==> src/rtl/interval_timer_pkg.sv <==
// Shared types and defaults for the interval timer and the central FSM that uses it.
// State encodings and default sizing live here so both sides agree on them.
package interval_timer_pkg;

    localparam int DEF_WIDTH     = 16;
    localparam int DEF_PRESCALE  = 1;
    localparam int DEF_PRE_WIDTH = 16;

    typedef enum logic {
        ST_IDLE = 1'b0,
        ST_RUN  = 1'b1
    } state_t;

    // True when a prescale count fits a counter of the given width.
    function automatic bit prescale_fits(input int pre, input int w);
        if (pre < 1)
            return 1'b0;
        if (w >= 31)
            return 1'b1;
        return pre <= (1 << w);
    endfunction

endpackage

==> src/rtl/tick_divider.sv <==
// Free-running clock divider: one tick every PRESCALE enabled cycles.
// Shared between the interval timer and the tempo generator.
module tick_divider #(
    parameter int PRESCALE  = 1,
    parameter int PRE_WIDTH = 16
) (
    input  logic clock,
    input  logic reset,
    input  logic enable,
    input  logic clear,
    output logic tick
);

    localparam logic [PRE_WIDTH-1:0] LAST = PRE_WIDTH'(PRESCALE - 1);

    logic [PRE_WIDTH-1:0] pre_q;

    assign tick = enable && (pre_q == LAST);

    always_ff @(posedge clock or posedge reset) begin
        if (reset)
            pre_q <= '0;
        else if (clear)
            pre_q <= '0;
        else if (enable)
            pre_q <= tick ? '0 : pre_q + PRE_WIDTH'(1);
    end

endmodule

==> src/rtl/interval_timer.sv <==
// Counts a runtime target of prescaled ticks and pulses done on expiry.
// Optional auto-reload (periodic) mode is built with INTERVAL_TIMER_RELOAD_EN.
module interval_timer
    import interval_timer_pkg::*;
#(
    parameter int WIDTH     = DEF_WIDTH,
    parameter int PRESCALE  = DEF_PRESCALE,
    parameter int PRE_WIDTH = DEF_PRE_WIDTH
) (
    input  logic             clock,
    input  logic             reset,
    input  logic             start,
    input  logic             stop,
    input  logic [WIDTH-1:0] target,
`ifdef INTERVAL_TIMER_RELOAD_EN
    input  logic             periodic,
`endif
    output logic             busy,
    output logic             done,
    output logic [WIDTH-1:0] count
);

    generate
        if (WIDTH < 1 || WIDTH > 32) begin : g_bad_width
            $error("interval_timer: WIDTH must be 1..32");
        end
        if (!prescale_fits(PRESCALE, PRE_WIDTH)) begin : g_bad_prescale
            $error("interval_timer: PRESCALE must be >= 1 and fit in PRE_WIDTH bits");
        end
    endgenerate

    state_t           state_q, state_d;
    logic [WIDTH-1:0] tgt_q, tgt_d;
    logic [WIDTH-1:0] count_q, count_d;
    logic [WIDTH-1:0] count_inc;
    logic             per_q, per_d;
    logic             done_q, done_d;
    logic             per_in;
    logic             tick;
    logic             div_clear;

`ifdef INTERVAL_TIMER_RELOAD_EN
    assign per_in = periodic;
`else
    assign per_in = 1'b0;
`endif

    tick_divider #(
        .PRESCALE  (PRESCALE),
        .PRE_WIDTH (PRE_WIDTH)
    ) u_div (
        .clock  (clock),
        .reset  (reset),
        .enable (state_q == ST_RUN),
        .clear  (div_clear),
        .tick   (tick)
    );

    assign count_inc = count_q + WIDTH'(1);

    // Priority: stop, then start (fresh or restart), then tick progress.
    always_comb begin
        state_d   = state_q;
        tgt_d     = tgt_q;
        count_d   = count_q;
        per_d     = per_q;
        done_d    = 1'b0;
        div_clear = (state_q == ST_IDLE);

        if (stop) begin
            state_d   = ST_IDLE;
            count_d   = '0;
            div_clear = 1'b1;
        end else if (start) begin
            tgt_d     = target;
            per_d     = per_in && (target != '0);
            count_d   = '0;
            div_clear = 1'b1;
            if (target == '0) begin
                state_d = ST_IDLE;
                done_d  = 1'b1;
            end else begin
                state_d = ST_RUN;
            end
        end else if (state_q == ST_RUN && tick) begin
            if (count_inc == tgt_q) begin
                // Expiry: the divider wraps to 0 on this tick by itself.
                done_d  = 1'b1;
                count_d = '0;
                if (!per_q)
                    state_d = ST_IDLE;
            end else begin
                count_d = count_inc;
            end
        end
    end

    always_ff @(posedge clock or posedge reset) begin
        if (reset) begin
            state_q <= ST_IDLE;
            tgt_q   <= '0;
            count_q <= '0;
            per_q   <= 1'b0;
            done_q  <= 1'b0;
        end else begin
            state_q <= state_d;
            tgt_q   <= tgt_d;
            count_q <= count_d;
            per_q   <= per_d;
            done_q  <= done_d;
        end
    end

    assign busy  = (state_q == ST_RUN);
    assign done  = done_q;
    assign count = count_q;

endmodule
==> config.mk <==
export PLATFORM = sky130hd
export DESIGN_NAME = interval_timer
export DESIGN_NICKNAME = d
export VERILOG_FILES = /design/src/rtl/interval_timer_pkg.sv /design/src/rtl/tick_divider.sv /design/src/rtl/interval_timer.sv
export SDC_FILE = /design/constraint.sdc
export NUM_CORES = 1
export LEC_CHECK = 0
export CORE_ASPECT_RATIO = 0.8
export CORE_MARGIN = 4
export CORE_UTILIZATION = 60
export DETAILED_ROUTE_END_ITERATION = 8
export HOLD_SLACK_MARGIN = 0.02
export PLACE_DENSITY = 0.85
export RECOVER_POWER = 25
export SKIP_CTS_REPAIR_TIMING = 1
export SLEW_MARGIN = 10
export SYNTH_ARGS = -nofsm -noshare
export SYNTH_HDL_FRONTEND = slang
export SYNTH_HIERARCHICAL = 1
export SYNTH_SLANG_ARGS = --single-unit
export TNS_END_PERCENT = 30
==> constraint.sdc <==
create_clock -name clock -period 4.88 [get_ports clock]
set_input_delay 0.976 -clock clock [delete_from_list [all_inputs] [get_ports clock]]
set_output_delay 0.976 -clock clock [all_outputs]
set_load 0.01 [all_outputs]
==> flow_metrics.env, run 1 <==
export IMPL_status="finished, violations left"
export IMPL_violations="capacitance limit, slew limit"
export IMPL_fmax_mhz=328
export IMPL_critical_path_max_stage_delay_ns=0.62
export IMPL_synth_most_common_cell="dfrtp_1"
export IMPL_synth_edff_count=0
export IMPL_power_per_cell_area_nw_per_um2=238
export IMPL_routed_wl_um=7810
export IMPL_yosysTopAreaCellShare=0.397
export IMPL_synth_top_area_cell="dfrtp_1"
export IMPL_rsz0062_at_grt="false"
export IMPL_grt_start_max_net_pins=35
export IMPL_yosysUniqueCellTypes=57
export IMPL_clk_insertion_delay_late_ns=0.31
export IMPL_crit_chain="ha_1, nand4_2, or4_4, xnor2_1, a21oi_1, nand4_4, nand3_2, o21ai_0"
export IMPL_pre_cts_slack_ns=1.64
export IMPL_synth_top_family_by_area="simple AND/OR/NAND/NOR gates"
export IMPL_synth_common_cells="dfrtp_1 (50), nand2_1 (29), mux2_2 (17), nor2_1 (17), xor2_1 (17)"
export IMPL_setup_tns_ns=0
export IMPL_drv_slew=35
export IMPL_critPathKind="flop to flop"
export IMPL_routedWlPerCell_um=18.7
export IMPL_maxCapViolCount=1
export IMPL_yosys_area_share_simple=0.251
export IMPL_final_setup_skew_ns=0.0102
export IMPL_dieArea_um2=6480
export IMPL_cts_tree="done"
export IMPL_nets=378
export IMPL_cp_slowest_cell="or4_4"
export IMPL_setup_viol=0
export IMPL_fin_ws_ns=1.83
export IMPL_synth_compound_area_share=0.152
export IMPL_numCtsBuffers=5
export IMPL_num_vias=2736
export IMPL_avgViaCountPerCell=6.55
export IMPL_grt_pass1_wl_um=13400
export IMPL_ys_seq_area_frac=0.397
export IMPL_start_util=0.625
export IMPL_synth_area_leaders="dfrtp_1 (40%), mux2_2 (6.1%), xor2_1 (4.7%)"
export IMPL_chipWidth_um=89.0
export IMPL_synth_xor_area_frac=0.0779
export IMPL_p_leak_nw=1.39
export IMPL_syn_inst=324
export IMPL_period_share=0.624
export IMPL_grt_pass1_vias=2642
export IMPL_min_path_type="flop to flop"
export IMPL_critPathCaptureType="flop"
export IMPL_grt_use_total=0.268
export IMPL_drt_pass1_iter_count=4
export IMPL_ys_warnings_count=6
export IMPL_core_area_um2=5040
export IMPL_grt_overflow=0
export IMPL_dp_cells=410
export IMPL_layout_cells_non_filler=418
export IMPL_synth_ff_type="dfrtp_1"
export IMPL_p_total_uw=864
export IMPL_drc=0
export IMPL_synth_area_um2=3150
export IMPL_clkSlewWorstSetupHoldPaths_ns=0.09
export IMPL_cts_path_max_buffers=2
export IMPL_portBuffers=37
export IMPL_rows=23
export IMPL_synth_nets=347
export IMPL_routabilityCongestion=0.925
export IMPL_required_ns=5.05
export IMPL_htree_levels=2
export IMPL_slew_headroom=-0.217
export IMPL_critPathLaunchType="flop"
export IMPL_drive_gt1_frac=0.124
export IMPL_cts_root_buf="clkbuf_8"
export IMPL_antenna_found_initial=0
export IMPL_num_io_pins=38
export IMPL_cts_sinks=50
export IMPL_worstPathArrival_ns=3.22
export IMPL_chipHeight_um=72.8
export IMPL_cp_max_fo=18
export IMPL_ys_seq_elements=50
export IMPL_syn_avg_cell_area_um2=9.72
export IMPL_min_period_ns=3.05
export IMPL_hpwl_um=5740
export IMPL_postSynth_asyncResetShare=1.00
export IMPL_synthMuxAreaShare=0.0640
export IMPL_area_delta_synth_final_pct=15.1
export IMPL_ant_nets=0
export IMPL_peakVddDrop_mv=0.205
export IMPL_antennaDiodeCount=0
export IMPL_tightestPinTransition_ns=1.82
export IMPL_drt_iter0_drc=279
export IMPL_yosys_area_share_adder=0.0119
export IMPL_finalHoldViolations=0
## logic make-up after synthesis
kind of cell             after synthesis
adder cells (fa/ha/maj)                3
flip-flops                            50
buffers and inverters                 29
AND/OR/NAND/NOR                      135
XOR/XNOR                              28
multiplexers                          18
AO/OA/AOI/OAI                         61
## state kept, by name (all words and copies together), names as in the netlist
name	count
busy	1
count	16
u_div/pre_q	16
done	1
tgt_q	16
## through the flow
| stage | hold slack [ns] | util | cell area [µm²] |
|---|---|---|---|
| floorplan | 0.500 | - | 3150 |
| global placement | 0.513 | 0.699 | 3520 |
| detailed placement | 0.529 | 0.699 | 3520 |
| CTS | 0.550 | 0.720 | 3630 |
| global route | 0.576 | 0.720 | 3620 |
| finish | 0.550 | 0.720 | 3620 |
## cell type report
type                       instances  area (µm²)
clock buffer                       7        96.3
timing repair buffer              40         389
inverter                          13        48.8
multi-input combinational        245        1750
tap                               62        77.6
clock inverter                     1        8.76
fill                             381        1410
sequential                        50        1250
## where the power goes
part / total, mW / switching, mW / internal, mW / leakage (nW)
clock: 0.272 / 0.141 / 0.130 / 0.0544
sequential: 0.463 / 0.0275 / 0.435 / 0.661
combinational: 0.129 / 0.0647 / 0.0644 / 0.673
## worst max-delay path, delay by kind of cell, from the launching register on
family	cells	cell delay, ns
AO/OA/AOI/OAI	2	0.36
flip-flops	1	0.48
XOR/XNOR	1	0.16
adder cells (fa/ha/maj)	1	0.37
AND/OR/NAND/NOR	4	1.54
## per-layer routing
layer  vias up  routed length, µm  global-route usage
li1       1276                  -                   -
met1      1327               3540               0.416
met2       124               3450               0.373
met3         9                740              0.0587
met4         0                 79              0.0777
met5         -                  0                   0
## cells in the final DEF (no fill, tap or decap), types with 10 or more instances in the layout
master,netlist,routed
nor4_1,10,10
xor2_1,17,17
nand2_1,29,29
nand3_1,15,15
nand4_1,14,14
nor2_1,17,17
inv_1,13,13
dfrtp_1,50,50
mux2_2,17,17
xnor2_1,11,11
clkdlybuf4s50_1,0,36
## path summary, 6_finish.rpt
path,from,to,slack (ns),cells past startpoint
max,count[0],count[0],1.83,8
min,tgt_q[13],tgt_q[13],0.55,1
max reg2reg,count[0],count[0],1.83,8
min reg2reg,tgt_q[13],tgt_q[13],0.55,1
max in group asynchronous,reset,count[9],2.06,3
min in group asynchronous,reset,u_div/pre_q[13],1.20,2
No activity file was read; power rests on OpenSTA's default activity.
==> inputs of run 2 (changes only) <==
--- a/config.mk
+++ b/config.mk
@@ -7,10 +7,10 @@
 export LEC_CHECK = 0
 export CORE_ASPECT_RATIO = 0.8
 export CORE_MARGIN = 4
-export CORE_UTILIZATION = 60
+export CORE_UTILIZATION = 56
 export DETAILED_ROUTE_END_ITERATION = 8
 export HOLD_SLACK_MARGIN = 0.02
-export PLACE_DENSITY = 0.85
+export PLACE_DENSITY = 0.8
 export RECOVER_POWER = 25
 export SKIP_CTS_REPAIR_TIMING = 1
 export SLEW_MARGIN = 10
==> constraint.sdc (replaced) <==
create_clock -name clock -period 2.83 [get_ports clock]
set_input_delay 0.566 -clock clock [delete_from_list [all_inputs] [get_ports clock]]
set_output_delay 0.566 -clock clock [all_outputs]
set_load 0.01 [all_outputs]
==> flow_metrics.env, run 2 (same netlist as run 1, synthesis figures left out) <==
export IMPL_tightestPinTransition_ns=1.81
export IMPL_hold_path_end="tgt_q[15]"
export IMPL_critPathCaptureType="flop"
export IMPL_num_io_pins=38
export IMPL_start_util=0.579
export IMPL_peakVddDrop_mv=0.304
export IMPL_p_leak_nw=1.46
export IMPL_period_share=0.958
export IMPL_required_ns=3.04
export IMPL_area_delta_synth_final_pct=19.6
export IMPL_cp_slowest_cell="or4_4"
export IMPL_ant_nets=0
export IMPL_fin_util=0.693
export IMPL_cts_sinks=50
export IMPL_antennaDiodeCount=0
export IMPL_clkSlewWorstSetupHoldPaths_ns=0.10
export IMPL_routabilityCongestion=0.948
export IMPL_violations="capacitance limit, slew limit"
export IMPL_grt_pass1_vias=2582
export IMPL_min_period_ns=2.71
export IMPL_nets=392
export IMPL_final_cell_mix="dfrtp_1 (50), clkdlybuf4s50_1 (36), nand2_1 (29)"
export IMPL_chipWidth_um=91.8
export IMPL_placed_area_um2=3630
export IMPL_antenna_found_initial=0
export IMPL_status="finished, violations left"
export IMPL_cp_max_fo=11
export IMPL_p_int_mw=1.07
export IMPL_min_path_type="flop to flop"
export IMPL_hp_start="tgt_q[15]"
export IMPL_power_frac_clock=0.310
export IMPL_cts_tree="done"
export IMPL_whs_path_depth=1
export IMPL_chipHeight_um=75.1
export IMPL_critical_path_max_stage_delay_ns=0.61
export IMPL_comb_power_share=0.160
export IMPL_r2r_slack_ns=0.12
export IMPL_clk_insertion_delay_late_ns=0.31
export IMPL_r2r_end="count[13]"
export IMPL_portBuffers=37
export IMPL_slew_headroom=-0.206
export IMPL_final_setup_skew_ns=0.0113
export IMPL_drive_gt1_frac=0.162
export IMPL_core_area_um2=5440
export IMPL_num_vias=2844
export IMPL_power_per_cell_area_nw_per_um2=396
export IMPL_drt_iter0_drc=281
export IMPL_power_share_switching=0.282
export IMPL_cts_root_buf="clkbuf_8"
export IMPL_routedWlPerCell_um=17.8
export IMPL_drt_pass1_iter_count=4
export IMPL_avgViaCountPerCell=6.35
export IMPL_r2r_start="count[1]"
export IMPL_htree_levels=2
export IMPL_r2r_cells=8
export IMPL_grt_pass1_wl_um=13000
export IMPL_rows=24
export IMPL_critPathKind="flop to flop"
export IMPL_setup_viol=0
export IMPL_final_area_um2=3760
export IMPL_grt_use_total=0.239
export IMPL_p_seq_frac=0.530
export IMPL_numCtsBuffers=5
export IMPL_critPathLaunchType="flop"
export IMPL_fmax_mhz=369
export IMPL_drc=0
export IMPL_routed_wl_um=7970
export IMPL_hpwl_um=5990
export IMPL_cts_path_max_buffers=2
export IMPL_finalHoldViolations=0
export IMPL_grt_overflow=0
export IMPL_maxCapViolCount=1
export IMPL_netSwitchingPower_uw=421
export IMPL_dieArea_um2=6890
export IMPL_crit_chain="ha_2, nand4_2, or4_4, xnor2_1, a21oi_1, nand4_4, nand3_2, o311ai_1"
export IMPL_worstPathArrival_ns=2.92
export IMPL_final_common_cell="dfrtp_1"
export IMPL_grt_start_max_net_pins=35
export IMPL_drv_slew=35
==> run 2: area by class of cell <==
cell class	instances	area (µm²)
Inverter	13	48.8
Clock inverter	2	17.5
Clock buffer	6	82.6
Multi-Input combinational cell	245	1760
Fill cell	420	1670
Sequential cell	50	1250
Tap cell	78	97.6
Timing Repair Buffer	54	507
==> run 2: metal layers <==
metal  global-route usage  vias to the layer above  wire length [µm]  share of wire
met4               0.0774                        0               150          0.019
met3               0.0450                       17               747          0.094
met2                0.353                      149              3350           0.42
met5                    0                        -                 0              0
met1                0.358                     1377              3720           0.47
li1                     -                     1301                 -              -
==> run 2: critical path, delay by kind of cell, from the launching register on <==
family	cells	cell delay (ns)
AND/OR/NAND/NOR	4	1.23
AO/OA/AOI/OAI	2	0.48
flip-flops	1	0.41
adder cells (fa/ha/maj)	1	0.26
XOR/XNOR	1	0.23
==> run 2: how the worst max path moves through the flow <==
stage	startpoint	endpoint	slack (ns)	depth (start not counted)
final	count[1]	count[13]	0.12	8
after global routing	count[1]	count[13]	-0.04	8
after CTS	count[1]	count[13]	0.04	8
after detailed placement	count[1]	count[13]	0.05	8
after global placement	count[1]	done	0.10	8
after floorplan	count[0]	count[12]	0.24	9
==> run 2: stage by stage <==
stage | worst slack, ns | std cells | hold WS, ns | TNS (ns) | total power [mW]
detailed placement | 0.0466 | 438 | 0.529 | 0 | 1.04
CTS | 0.0415 | 446 | 0.551 | 0 | 1.49
floorplan | 0.241 | 324 | 0.480 | 0 | 0.949
global route | -0.0354 | 448 | 0.573 | -0.0721 | 1.55
global placement | 0.101 | 438 | 0.518 | 0 | 1.03
finish | 0.118 | 448 | 0.549 | 0 | 1.49
==> run 2: power by group through the flow <==
| stage | clock network, mW | logic, mW | registers (mW) |
|---|---|---|---|
| after floorplan | 0 | 0.157 | 0.792 |
| after global placement | 0 | 0.229 | 0.801 |
| after detailed placement | 0 | 0.237 | 0.803 |
| after CTS | 0.467 | 0.238 | 0.789 |
| after global routing | 0.497 | 0.262 | 0.793 |
| final | 0.462 | 0.239 | 0.790 |
==> inputs of run 3 (changes only) <==
--- a/config.mk
+++ b/config.mk
@@ -10,7 +10,7 @@
 export CORE_UTILIZATION = 56
 export DETAILED_ROUTE_END_ITERATION = 8
 export HOLD_SLACK_MARGIN = 0.02
-export PLACE_DENSITY = 0.8
+export PLACE_DENSITY = 0.84
 export RECOVER_POWER = 25
 export SKIP_CTS_REPAIR_TIMING = 1
 export SLEW_MARGIN = 10
==> flow_metrics.env, run 3 (same netlist as run 1, synthesis figures left out) <==
export IMPL_cp_max_fo=14
export IMPL_critical_path_max_stage_delay_ns=0.61
export IMPL_cts_root_buf="clkbuf_8"
export IMPL_r2r_cells=9
export IMPL_whs_path_depth=1
export IMPL_r2r_slack_ns=0.06
export IMPL_power_frac_clock=0.342
export IMPL_power_share_switching=0.274
export IMPL_hp_start="tgt_q[5]"
export IMPL_tightestPinTransition_ns=1.84
export IMPL_nets=395
export IMPL_numCtsBuffers=5
export IMPL_p_seq_frac=0.504
export IMPL_comb_power_share=0.155
export IMPL_cts_path_max_buffers=2
export IMPL_htree_levels=2
export IMPL_seqCellArea_um2=1250
export IMPL_setup_viol=0
export IMPL_hpwl_um=5890
export IMPL_period_share=0.979
export IMPL_routed_wl_um=8190
export IMPL_avgViaCountPerCell=6.45
export IMPL_grt_start_max_net_pins=35
export IMPL_grt_overflow=0
export IMPL_p_leak_nw=1.48
export IMPL_dieArea_um2=6890
export IMPL_drc=0
export IMPL_n_fill_cell=406
export IMPL_chipWidth_um=91.8
export IMPL_final_setup_skew_ns=0.00831
export IMPL_power_per_cell_area_nw_per_um2=414
export IMPL_final_area_um2=3800
export IMPL_clkSlewWorstSetupHoldPaths_ns=0.11
export IMPL_final_cell_mix="dfrtp_1 (50), clkdlybuf4s50_1 (37), nand2_1 (29)"
export IMPL_multiInputGateArea_um2=1770
export IMPL_violations="capacitance limit, slew limit"
export IMPL_cp_slowest_cell="or4_4"
export IMPL_routabilityCongestion=1.11
export IMPL_p_int_mw=1.14
export IMPL_area_delta_synth_final_pct=20.6
export IMPL_r2r_start="count[1]"
export IMPL_fin_util=0.699
export IMPL_required_ns=3.02
export IMPL_cts_sinks=50
export IMPL_finalHoldViolations=0
export IMPL_drive_gt1_frac=0.169
export IMPL_drt_iter0_drc=433
export IMPL_pre_cts_slack_ns=0.107
export IMPL_min_period_ns=2.77
export IMPL_grt_pass1_vias=2749
export IMPL_peakVddDrop_mv=0.312
export IMPL_portBuffers=37
export IMPL_worstPathArrival_ns=2.96
export IMPL_core_area_um2=5440
export IMPL_drt_pass1_iter_count=6
export IMPL_clk_insertion_delay_late_ns=0.31
export IMPL_cts_tree="done"
export IMPL_fin_ws_ns=0.0583
export IMPL_min_path_type="flop to flop"
export IMPL_maxCapViolCount=1
export IMPL_critPathLaunchType="flop"
export IMPL_grt_use_total=0.244
export IMPL_status="finished, violations left"
export IMPL_fmax_mhz=361
export IMPL_r2r_end="count[14]"
export IMPL_antenna_found_initial=0
export IMPL_ant_nets=0
export IMPL_chipHeight_um=75.1
export IMPL_final_common_cell="dfrtp_1"
export IMPL_start_util=0.579
export IMPL_antennaDiodeCount=0
export IMPL_crit_chain="ha_1, nand4_2, or4_4, xnor2_1, a21oi_1, nand4_4, buf_4, a31oi_1, o22ai_1"
export IMPL_drv_slew=35
export IMPL_slew_headroom=-0.229
export IMPL_rows=24
export IMPL_num_io_pins=38
export IMPL_hold_path_end="tgt_q[5]"
export IMPL_grt_pass1_wl_um=13400
export IMPL_critPathKind="flop to flop"
export IMPL_netSwitchingPower_uw=431
export IMPL_critPathCaptureType="flop"
export IMPL_num_vias=2909
export IMPL_placed_area_um2=3650
export IMPL_routedWlPerCell_um=18.2
## run 3: cell type report
cell class,instances,area share
clock buffers,5,0.0181
repair buffers,57,0.136
flip-flops and latches,50,0.329
inverters,13,0.0129
well taps,78,0.0257
multi-input cells,245,0.465
clock inverters,3,0.0125
## run 3: worst max path at each step
| stage | start | to | slack (ns) | cells after the start |
|---|---|---|---|---|
| 6_report | count[1] | count[14] | 0.06 | 9 |
| 5_1_grt | count[1] | count[14] | -0.04 | 9 |
| 4_1_cts | count[1] | done | 0.1 | 8 |
| 3_5_place_dp | count[1] | count[2] | 0.11 | 8 |
| 3_3_place_gp | count[1] | done | 0.22 | 8 |
| 2_1_floorplan | count[0] | count[12] | 0.24 | 9 |
## run 3: power by group through the flow
stage	Combinational (mW)	Sequential, mW	Clock, mW
4_1_cts	0.239	0.790	0.540
2_1_floorplan	0.157	0.792	0
3_3_place_gp	0.230	0.802	0
5_1_grt	0.263	0.796	0.569
3_5_place_dp	0.237	0.804	0
6_report	0.243	0.792	0.537
## run 3: per-stage QoR
step,setup TNS [ns],hold WS (ns),power [mW],instances
floorplan,0,0.480,0.949,324
global placement,0,0.515,1.03,440
detailed placement,0,0.521,1.04,440
CTS,0,0.544,1.57,448
global route,-0.0399,0.563,1.63,451
finish,0,0.542,1.57,451
## run 3: worst max-delay path: cells and delay by family (launching register included)
family | cells | cell delay, ns
AOI/OAI and AO/OA | 3 | 0.62
and+or+nand+nor | 3 | 0.96
buffers and inverters | 1 | 0.23
xor gates and xnor gates | 1 | 0.14
adders and majority gates | 1 | 0.28
DFF | 1 | 0.42
## run 3: per-layer routing
metal	wire length (µm)	GRT usage
met5	0	0
met1	3750	0.365
met4	125	0.0659
met3	763	0.0420
met2	3550	0.368
